$ cat src/rtl/instr_enc_pkg.sv
// Shared types and RV32I encoding constants for the instruction encoder.
// Build option: ENC_IMM_CHECK_EN enables immediate range checking in instr_enc_pack.
package instr_enc_pkg;

  typedef enum logic [2:0] {
    OP_ADD  = 3'd0,
    OP_AND  = 3'd1,
    OP_ADDI = 3'd2,
    OP_LW   = 3'd3,
    OP_SW   = 3'd4,
    OP_BEQ  = 3'd5
  } op_kind_e;

  localparam logic [6:0] R_TYPE  = 7'b0110011;
  localparam logic [6:0] RI_TYPE = 7'b0010011;
  localparam logic [6:0] LW      = 7'b0000011;
  localparam logic [6:0] SW      = 7'b0100011;
  localparam logic [6:0] BR      = 7'b1100011;

  localparam logic [6:0] F7_BASE = 7'b0000000;
  localparam logic [2:0] F3_ADD  = 3'b000;
  localparam logic [2:0] F3_AND  = 3'b111;
  localparam logic [2:0] F3_LW   = 3'b010;
  localparam logic [2:0] F3_SW   = 3'b010;
  localparam logic [2:0] F3_BEQ  = 3'b000;

  localparam int          PROG_DEPTH = 64;
  localparam logic [31:0] NOP_WORD   = 32'h0000_0013;

endpackage

$ cat src/rtl/instr_enc_pack.sv
// Combinational RV32I field packing plus illegal-op and immediate-range flags.
// Build option: ENC_IMM_CHECK_EN turns on the immediate range check (o_imm_bad).
module instr_enc_pack
  import instr_enc_pkg::*;
(
  input  logic [2:0]  i_op_kind,
  input  logic [4:0]  i_rd,
  input  logic [4:0]  i_rs1,
  input  logic [4:0]  i_rs2,
  input  logic [31:0] i_imm,
  output logic [31:0] o_word,
  output logic        o_illegal,
  output logic        o_imm_bad
);

  always_comb begin
    o_word    = NOP_WORD;
    o_illegal = 1'b0;
    case (i_op_kind)
      OP_ADD:  o_word = {F7_BASE, i_rs2, i_rs1, F3_ADD, i_rd, R_TYPE};
      OP_AND:  o_word = {F7_BASE, i_rs2, i_rs1, F3_AND, i_rd, R_TYPE};
      OP_ADDI: o_word = {i_imm[11:0], i_rs1, F3_ADD, i_rd, RI_TYPE};
      OP_LW:   o_word = {i_imm[11:0], i_rs1, F3_LW, i_rd, LW};
      OP_SW:   o_word = {i_imm[11:5], i_rs2, i_rs1, F3_SW, i_imm[4:0], SW};
      OP_BEQ:  o_word = {i_imm[12], i_imm[10:5], i_rs2, i_rs1, F3_BEQ,
                         i_imm[4:1], i_imm[11], BR};
      default: o_illegal = 1'b1;
    endcase
  end

`ifdef ENC_IMM_CHECK_EN
  logic signed [31:0] w_imm_s;
  logic               w_i_ok;
  logic               w_b_ok;

  assign w_imm_s = i_imm;
  assign w_i_ok  = (w_imm_s >= -32'sd2048) && (w_imm_s <= 32'sd2047);
  // Branch targets are halfword aligned, so bit 0 must be clear.
  assign w_b_ok  = (w_imm_s >= -32'sd4096) && (w_imm_s <= 32'sd4094) && !i_imm[0];

  always_comb begin
    o_imm_bad = 1'b0;
    case (i_op_kind)
      OP_ADDI, OP_LW, OP_SW: o_imm_bad = !w_i_ok;
      OP_BEQ:                o_imm_bad = !w_b_ok;
      default:               o_imm_bad = 1'b0;
    endcase
  end
`else
  logic w_unused_imm;

  assign w_unused_imm = ^i_imm[31:13];
  assign o_imm_bad    = 1'b0;
`endif

endmodule

$ cat src/rtl/instr_encoder.sv
// Encodes one instruction request into an RV32I word and writes it to a 64-word program memory.
// Build option: ENC_IMM_CHECK_EN rejects out-of-range immediates (no write, err set).
module instr_encoder
  import instr_enc_pkg::*;
(
  input  logic        clk,
  input  logic        reset,
  input  logic        clear,
  input  logic        in_valid,
  output logic        in_ready,
  input  logic [2:0]  op_kind,
  input  logic [4:0]  rd,
  input  logic [4:0]  rs1,
  input  logic [4:0]  rs2,
  input  logic [31:0] imm,
  output logic        imem_we,
  output logic [7:0]  imem_addr,
  output logic [31:0] imem_wdata,
  output logic [6:0]  count,
  output logic        full,
  output logic        err,
  output logic        busy
);

  typedef enum logic {S_IDLE, S_WRITE} state_e;

  state_e      r_state;
  logic [6:0]  r_count;
  logic        r_err;
  logic        r_we;
  logic [7:0]  r_addr;
  logic [31:0] r_wdata;

  logic [31:0] w_word;
  logic        w_illegal;
  logic        w_imm_bad;
  logic        w_full;
  logic        w_accept;

  instr_enc_pack u_pack (
    .i_op_kind (op_kind),
    .i_rd      (rd),
    .i_rs1     (rs1),
    .i_rs2     (rs2),
    .i_imm     (imm),
    .o_word    (w_word),
    .o_illegal (w_illegal),
    .o_imm_bad (w_imm_bad)
  );

  assign w_full   = (r_count == 7'(PROG_DEPTH));
  assign in_ready = (r_state == S_IDLE) && !w_full && !clear;
  assign w_accept = in_valid && in_ready;

  always_ff @(posedge clk) begin
    if (!reset) begin
      r_state <= S_IDLE;
      r_count <= 7'd0;
      r_err   <= 1'b0;
      r_we    <= 1'b0;
      r_addr  <= 8'd0;
      r_wdata <= 32'd0;
    end else if (clear) begin
      r_state <= S_IDLE;
      r_count <= 7'd0;
      r_err   <= 1'b0;
      r_we    <= 1'b0;
    end else begin
      case (r_state)
        S_IDLE: begin
          if (w_accept) begin
            r_state <= S_WRITE;
            r_we    <= !w_imm_bad;
            r_addr  <= {r_count[5:0], 2'b00};
            r_wdata <= w_word;
            r_err   <= r_err | w_illegal | w_imm_bad;
          end
        end
        S_WRITE: begin
          // A rejected immediate still spends this cycle here but leaves count alone.
          r_state <= S_IDLE;
          r_we    <= 1'b0;
          if (r_we) r_count <= r_count + 7'd1;
        end
        default: r_state <= S_IDLE;
      endcase
    end
  end

  // Reset or clear arriving during WRITE must kill the strobe in that same cycle.
  assign imem_we    = r_we && reset && !clear;
  assign imem_addr  = r_addr;
  assign imem_wdata = r_wdata;
  assign count      = r_count;
  assign full       = w_full;
  assign err        = r_err;
  assign busy       = (r_state != S_IDLE);

endmodule

$ cat config.mk
export PLATFORM = sky130hd
export DESIGN_NAME = instr_encoder
export DESIGN_NICKNAME = d
export VERILOG_FILES = /design/src/rtl/instr_enc_pkg.sv /design/src/rtl/instr_enc_pack.sv /design/src/rtl/instr_encoder.sv
export SDC_FILE = /design/constraint.sdc
export NUM_CORES = 1
export LEC_CHECK = 0
export CAP_MARGIN = 20
export CORE_MARGIN = 3
export CORE_UTILIZATION = 41
export DETAILED_ROUTE_END_ITERATION = 6
export HOLD_SLACK_MARGIN = 0.03
export PLACE_DENSITY = 0.95
export SETUP_SLACK_MARGIN = 0.05
export SYNTH_ARGS = -nofsm -noshare
export SYNTH_HDL_FRONTEND = slang
export SYNTH_SLANG_ARGS = --single-unit
$ cat constraint.sdc
create_clock -name clk -period 3.2 [get_ports clk]
set_input_delay 0.32 -clock clk [delete_from_list [all_inputs] [get_ports clk]]
set_output_delay 0.32 -clock clk [all_outputs]
set_load 0.05 [all_outputs]
Yosys cells after proc, flatten, opt, wreduce, memory -nomap -nowiden

Cells that the tools add are included.

Output and inout bits: 52
Flip-flop bits (word level): 48
Input bits: 54
Logic and storage cells: 37

Reductions and logical operators: 13
Equal/unequal tests: 7
Add/subtract/negate cells: 1
Mux-type cells: 6
Bitwise operators: 4

Operators by type and width:

| cell                                                             | count |
|---|---|
| 32-bit case mux with 6 select lines                              | 1 |
| 7-bit by 1-bit adder with 7-bit output (second input constant)   | 1 |
| 7-bit == test (second input constant)                            | 1 |
| 3-bit by 2-bit == test with 1-bit output (second input constant) | 2 |
| 3-bit == test (second input constant)                            | 2 |
| 6-bit OR reduction                                               | 1 |
| 1-bit logical AND                                                | 5 |
| 1-bit case mux with 2 select lines                               | 2 |
| 2-bit AND reduction                                              | 2 |
| 3-bit by 1-bit == test with 1-bit output (second input constant) | 1 |
| 3-bit zero test                                                  | 1 |
| 1-bit two-way mux                                                | 3 |
| 1-bit NOT                                                        | 3 |
| 3-bit AND reduction                                              | 1 |
| 1-bit zero test                                                  | 2 |
| 2-bit != test (second input constant)                            | 1 |
| 2-bit OR reduction                                               | 1 |
| 1-bit bitwise OR                                                 | 1 |

Depth between registers and ports, before layout

Gate-level depths: netlist of the first run.

Depth in word-level cells: 7
Depth in mapped cells: 7

Cells and area by module

Synthesis of the first run repeated with hierarchy kept, for this count alone.

Cells, all modules: 273
Area, all modules: 2349.8 um2

By module, submodules not included:

| module         | instances | cells each | area an instance (um2) |
|---|---|---|---|
| instr_encoder  | 1         | 228        | 2038.2 |
| instr_enc_pack | 1         | 45         | 311.5 |

Worst setup path before layout of the first run

Ideal clock, no wire load.

Path type: reg2out
From: register r_count[0], in the netlist count[0]
To: output in_ready
Arrival time: 2.656 ns
Stages on the path, launching flop included: 7
Required time: 2.880 ns
Setup slack: 0.224 ns
Cells stage by stage: dfxtp_1 -> inv_1 -> ha_1 -> nor2b_1 -> nand2_1 -> inv_1 -> nor3_1

Longest elaborated chain between the ends: 4

Ends and longest elaborated chain:

| element                         | RTL line            | text |
|---|---|---|
| start, declared                 | instr_encoder.sv:28 | `logic [6:0] r_count;` |
| start signal, assigned          | instr_encoder.sv:83 | `if (r_we) r_count <= r_count + 7'd1;` |
| 7-bit == test                   | instr_encoder.sv:51 | `assign w_full = (r_count == 7'(PROG_DEPTH));` |
| named net full                  | instr_encoder.sv:20 | `output logic full,` |
| 1-bit zero test                 | instr_encoder.sv:52 | `assign in_ready = (r_state == S_IDLE) && !w_full && !clear;` |
| 1-bit logical AND (2 in series) | instr_encoder.sv:52 |  |
| end, declared                   | instr_encoder.sv:10 | `output logic in_ready,` |

The timed path passes the listed nets, and every way through them passes these cells.

Worst setup path after layout of the first run

From: register r_count[0], in the netlist count[0]
To: output in_ready

Longest elaborated chain between the ends: 4

Ends and longest elaborated chain:

| element                         | RTL line |
|---|---|
| 7-bit == test                   | instr_encoder.sv:51 |
| 1-bit zero test                 | instr_encoder.sv:52 |
| 1-bit logical AND (2 in series) | instr_encoder.sv:52 |

Every way passes these cells.

==> impl_metrics.toml, run 1 <==
[timing]
fin_worst_skew_ns = 0.00880
hold_ws_ns = 0.452
tns_ns = 0
finalCriticalPeriod_ns = 2.69
finalMaxSlewViolations = 0
fmax_mhz = 372
finalHoldViolCount = 0
finalSetupViolations = 0
timing.final.crit_share_pct = 84.0
relSlewSlack_pct = 57.3
worst_pin_slew_ns = 0.640
rsz0062_at_grt = "false"

[critical_path]
crit_arrival_ns = 2.37
required_ns = 2.88
critPathLaunchType = "flop"
crit_chain = "inv_1 > ha_1 > nor2b_1 > nand2_1 > inv_1 > nor3_1 > clkdlybuf4s50_1"
timing_worst_setup_path_type = "reg2out"
critPathMaxFanout = 5
crit_path_frequent_cell = "inv_1"
cp_slowest_cell = "clkdlybuf4s50_1"
max_stage_delay_ns = 0.84
endpoint_kind = "primary output"

[power]
p_leak_uw = 0.00108
cellPowerDensity_nw_per_um2 = 457
irDropWorstVdd_mv = 0.398

[layout]
fillers = 363
fin_nets = 352
drive_gt1_share_pct = 6.08
antenna_cells = 0
syn_to_final_growth_pct = 49.0

[min_path]
hold_class = "reg2reg"

[die]
row_count = 24
die_height_um = 74.6
start_util_pct = 43.4
fp.dieW_um = 74.6
io_pins = 106
dieArea_um2 = 5570
core_area_um2 = 4440

[synthesis]
synth_commonest_cells = "dfxtp_1 (44), nand2_1 (37), nand3_1 (26)"
ys_ff_latch = 44
yosysWarningCount = 0
synth_top_cell_area_share_pct = 45.7
synthCells = 221
ys_seq_area_share_pct = 45.7
yosysTopAreaCell = "dfxtp_1"
synth_edf_count = 0
synth.distinct_cells = 33
async_reset_ff_share_pct = 0
synth_area_leaders = "dfxtp_1 (46%), nand2_1 (7.2%), nand3_1 (6.7%), a221oi_1 (5.0%), nor2_1 (4.3%)"
yosysMostFrequentCell = "dfxtp_1"
synth_area_um2 = 1930
syn_avg_cell_area_um2 = 8.73
ys.flop_type = "dfxtp_1"

[grt]
grt_pass1_wl_um = 8350
grt_overflow = 0
first_global_vias = 1858
antenna_found_initial = 0
grt_start_max_net_pins = 37
grt_use_total_pct = 19.4

[cts]
post_cts_buffers = 0
cts_tree = "done"
clk-insertion-delay-late_ns = 0.28
cts.path.max_buffers = 2
cts_resized = 0
path_clk_slew_ns = 0.08
cts_sinks = 44
numCtsBuffers = 5
htree_num_levels = 2
root_buffer = "clkbuf_8"
hold_buffers = 0

[flow_run]
drv_cap = 0

[routing]
drt_drc_violations_left = 0
first_iter_violations = 47
via_per_inst = 5.21
vias = 1814
wl_um = 5100
ant_nets = 0
wl_per_cell_um = 14.6
drtPass1Iterations = 4

[place]
dp_hpwl_um = 3840
gp_congestion = 0.822
port-buffer-count = 82

[outcome]
outcome = "completed"
## cell families (layout without fill, tap and decap cells)
logic type | count (synthesis) | count (layout) | share of synthesized area, %
xor gates and xnor gates | 6 | 6 | 2.72
other | 1 | 4 | 0.194
adders and majority gates | 2 | 2 | 1.30
DFF | 44 | 44 | 45.7
buffers and inverters | 27 | 99 | 7.26
AOI/OAI and AO/OA | 31 | 31 | 14.0
and+or+nand+nor | 108 | 108 | 27.7
muxes | 2 | 2 | 1.17
## worst max-delay path, delay by kind of cell, from the launching register on
kind	cells	cell delay, ns
flip-flops	1	0.41
buffers and inverters	3	1.01
adder cells (fa/ha/maj)	1	0.19
AND/OR/NAND/NOR	3	0.48
## metal layers
layer  up-vias  global-route usage, %  wire, um
met5         -                      0         0
met4         0                   4.74        48
met3         6                   6.22       289
met2        54                   34.8      2700
met1       864                   22.2      2060
li1        890                      -         -
## where the power goes
part / internal, uW / total [uW] / switching [uW]
Clock: 307 / 482 / 175
Combinational: 101 / 253 / 153
Sequential: 567 / 579 / 11.8
Total: 975 / 1310 / 339
## worst paths after layout
path / start / end / slack, ns / cells after the start
min reg2reg: imem_addr[6] / imem_addr[6] / 0.45 / 2
min: imem_addr[6] / imem_addr[6] / 0.45 / 2
max reg2reg: count[0] / imem_wdata[14] / 1.21 / 6
max: count[0] / in_ready / 0.51 / 7
## registers in the layout, summed over array words and instances, names as in the netlist
name and cells:
count 7, imem_wdata 28, err 1, imem_addr 6
r_we 1, busy 1
## cell type report
cell class	instances	area [um^2]	share of cell area (%)
clock buffers	5	68.8	2.39
clock inverters	2	60.1	2.09
inverters	7	26.3	0.914
multi-input cells	153	920	32.0
flip-flops and latches	44	881	30.6
well taps	52	65.1	2.26
repair buffers	85	853	29.7
## metrics by stage
stage / instances / instance area, um^2 / total power (uW) / worst slack, ns / util [%]
after floorplan: 224 / 1940 / 747 / 0.224 / -
after global placement: 341 / 2750 / 840 / 0.851 / 61.8
after detailed placement: 341 / 2750 / 845 / 0.823 / 61.8
after CTS: 348 / 2870 / 1320 / 0.497 / 64.7
after global routing: 348 / 2870 / 1360 / 0.380 / 64.7
final: 348 / 2870 / 1310 / 0.512 / 64.7
## cells in the final DEF (no fill, tap or decap), drive strengths merged, types with 5 or more instances in the layout
| cell type | n |
|---|---|
| clkdlybuf4s50 | 81 |
| dfxtp | 44 |
| nand2 | 37 |
| nand3 | 26 |
| nor2 | 22 |
| a221oi | 11 |
| nor3b | 11 |
| a21boi | 9 |
| inv | 7 |
| xnor2 | 5 |
| clkbuf | 5 |
(Power assumes the default switching activity.)
==> run 2, diff against run 1 <==
- CORE_UTILIZATION: 41 -> 38
- PLACE_DENSITY: 0.95 -> 0.9
- clock period: 3.2 -> 2.65 ns (I/O delays scaled with it)
==> impl_metrics.toml, run 2 (synthesized netlist as in run 1, its figures left out) <==
[timing]
worst_pin_slew_ns = 0.624
tns_ns = 0
finalCriticalPeriod_ns = 2.13
finalMaxSlewViolations = 0
rsz0062_at_grt = "false"
finalSetupViolations = 0
hold_ws_ns = 0.454
finalHoldViolCount = 0
timing.final.crit_share_pct = 80.2
relSlewSlack_pct = 58.3
fin_worst_skew_ns = 0.00385
fmax_mhz = 470

[power]
intPower_uw = 1040
p_clk_share_pct = 30.8
p_leak_uw = 0.00109
irDropWorstVdd_mv = 0.311
combPwrFrac_pct = 21.0
p_total_uw = 1450
power_switching_uw = 412
cellPowerDensity_nw_per_um2 = 505
swShare_pct = 28.4
p_seq_share_pct = 48.2

[routing]
vias = 1790
first_iter_violations = 118
via_per_inst = 4.93
drtPass1Iterations = 4
ant_nets = 0
wl_per_cell_um = 14.1
drt_drc_violations_left = 0
wl_um = 5120

[critical_path]
endpoint_kind = "primary output"
regToRegEndpoint = "imem_wdata[14]"
reg2reg_from = "count[0]"
reg2reg_depth = 6
timing_worst_setup_path_type = "reg2out"
required_ns = 2.38
endpoint = "full"
crit_arrival_ns = 1.86
critPathLaunchType = "flop"
crit_start = "count[0]"
critPathMaxFanout = 5
rrSetupSlack_ns = 0.72

[cts]
cts_tree = "done"
cts.path.max_buffers = 2
numCtsBuffers = 5
htree_num_levels = 2
root_buffer = "clkbuf_8"
path_clk_slew_ns = 0.08
post_cts_buffers = 0
clk-insertion-delay-late_ns = 0.29
hold_buffers = 0
cts_sinks = 44

[layout]
mostFrequentLayoutCell = "clkdlybuf4s50_1"
utilization_pct = 59.6
final_cell_mix = "clkdlybuf4s50_1 (79), dfxtp_1 (44), nand2_1 (37)"
largest_reg_flops = 28
ff_latch_area_um2 = 881
fillers = 431
drive_gt1_share_pct = 6.42
multiInputGateArea_um2 = 925
antenna_cells = 0
fin_nets = 352
syn_to_final_growth_pct = 48.8

[grt]
grt_use_total_pct = 18.0
first_global_vias = 1813
grt_overflow = 0
grt_start_max_net_pins = 36
grt_pass1_wl_um = 8650
antenna_found_initial = 0

[outcome]
outcome = "completed"

[place]
dp_hpwl_um = 3690
port-buffer-count = 82
gp_congestion = 0.787

[die]
start_util_pct = 40.1
io_pins = 106
fp.dieW_um = 77.3
dieArea_um2 = 5970
row_count = 25
core_area_um2 = 4820
die_height_um = 77.3

[min_path]
hold_class = "reg2reg"

[flow_run]
drv_cap = 0
-- run 2: worst min-delay path by stage --
stage                               from              to  slack, ns  depth (start not counted)
after floorplan                   rs1[0]  imem_wdata[15]       0.39                          2
after global placement    imem_wdata[26]  imem_wdata[26]       0.44                          2
after detailed placement  imem_wdata[19]  imem_wdata[19]       0.45                          2
after CTS                 imem_wdata[30]  imem_wdata[30]       0.46                          2
after global routing        imem_addr[2]    imem_addr[2]       0.48                          2
final                     imem_wdata[30]  imem_wdata[30]       0.45                          2
-- run 2: cell type report --
class	instances	area share [%]
Sequential cell	44	30.7
Timing Repair Buffer	85	29.9
Clock buffer	7	3.36
Tap cell	67	2.92
Inverter	7	0.915
Multi-Input combinational cell	153	32.2
-- run 2: per-stage QoR --
step / instance area, um^2 / instances / setup slack (ns)
finish: 2870 / 363 / 0.524
global route: 2870 / 363 / 0.329
CTS: 2870 / 363 / 0.114
detailed placement: 2770 / 356 / 0.438
global placement: 2770 / 356 / 0.474
floorplan: 1950 / 224 / 0.161
-- run 2: layer usage --
layer	track usage (%)	routed length (um)
met1	20.1	2040
met4	6.94	93
met5	0	0
met3	7.28	392
met2	30.5	2590
-- run 2: what timing repair did --
| item | CTS | global route |
|---|---|---|
| gates resized for setup | 0 | 2 |
| setup endpoints to repair | 0 | 2 |
| endpoints found under the hold margin | 0 | 0 |
-- run 2: power groups by stage --
stage	Clock, uW	Sequential (uW)	Combinational, uW
after floorplan	0	792	110
after global placement	0	713	301
after detailed placement	0	714	303
after CTS	458	699	305
after global routing	492	702	322
final	447	699	304
-- run 2: worst max-delay path: stages (launching register included) --
cell and delay, ns:
dfxtp_1 0.35, inv_1 0.10, ha_1 0.14, nor2b_1 0.30, nand2_1 0.14, inv_1 0.11, dlymetal6s2s_1 0.44
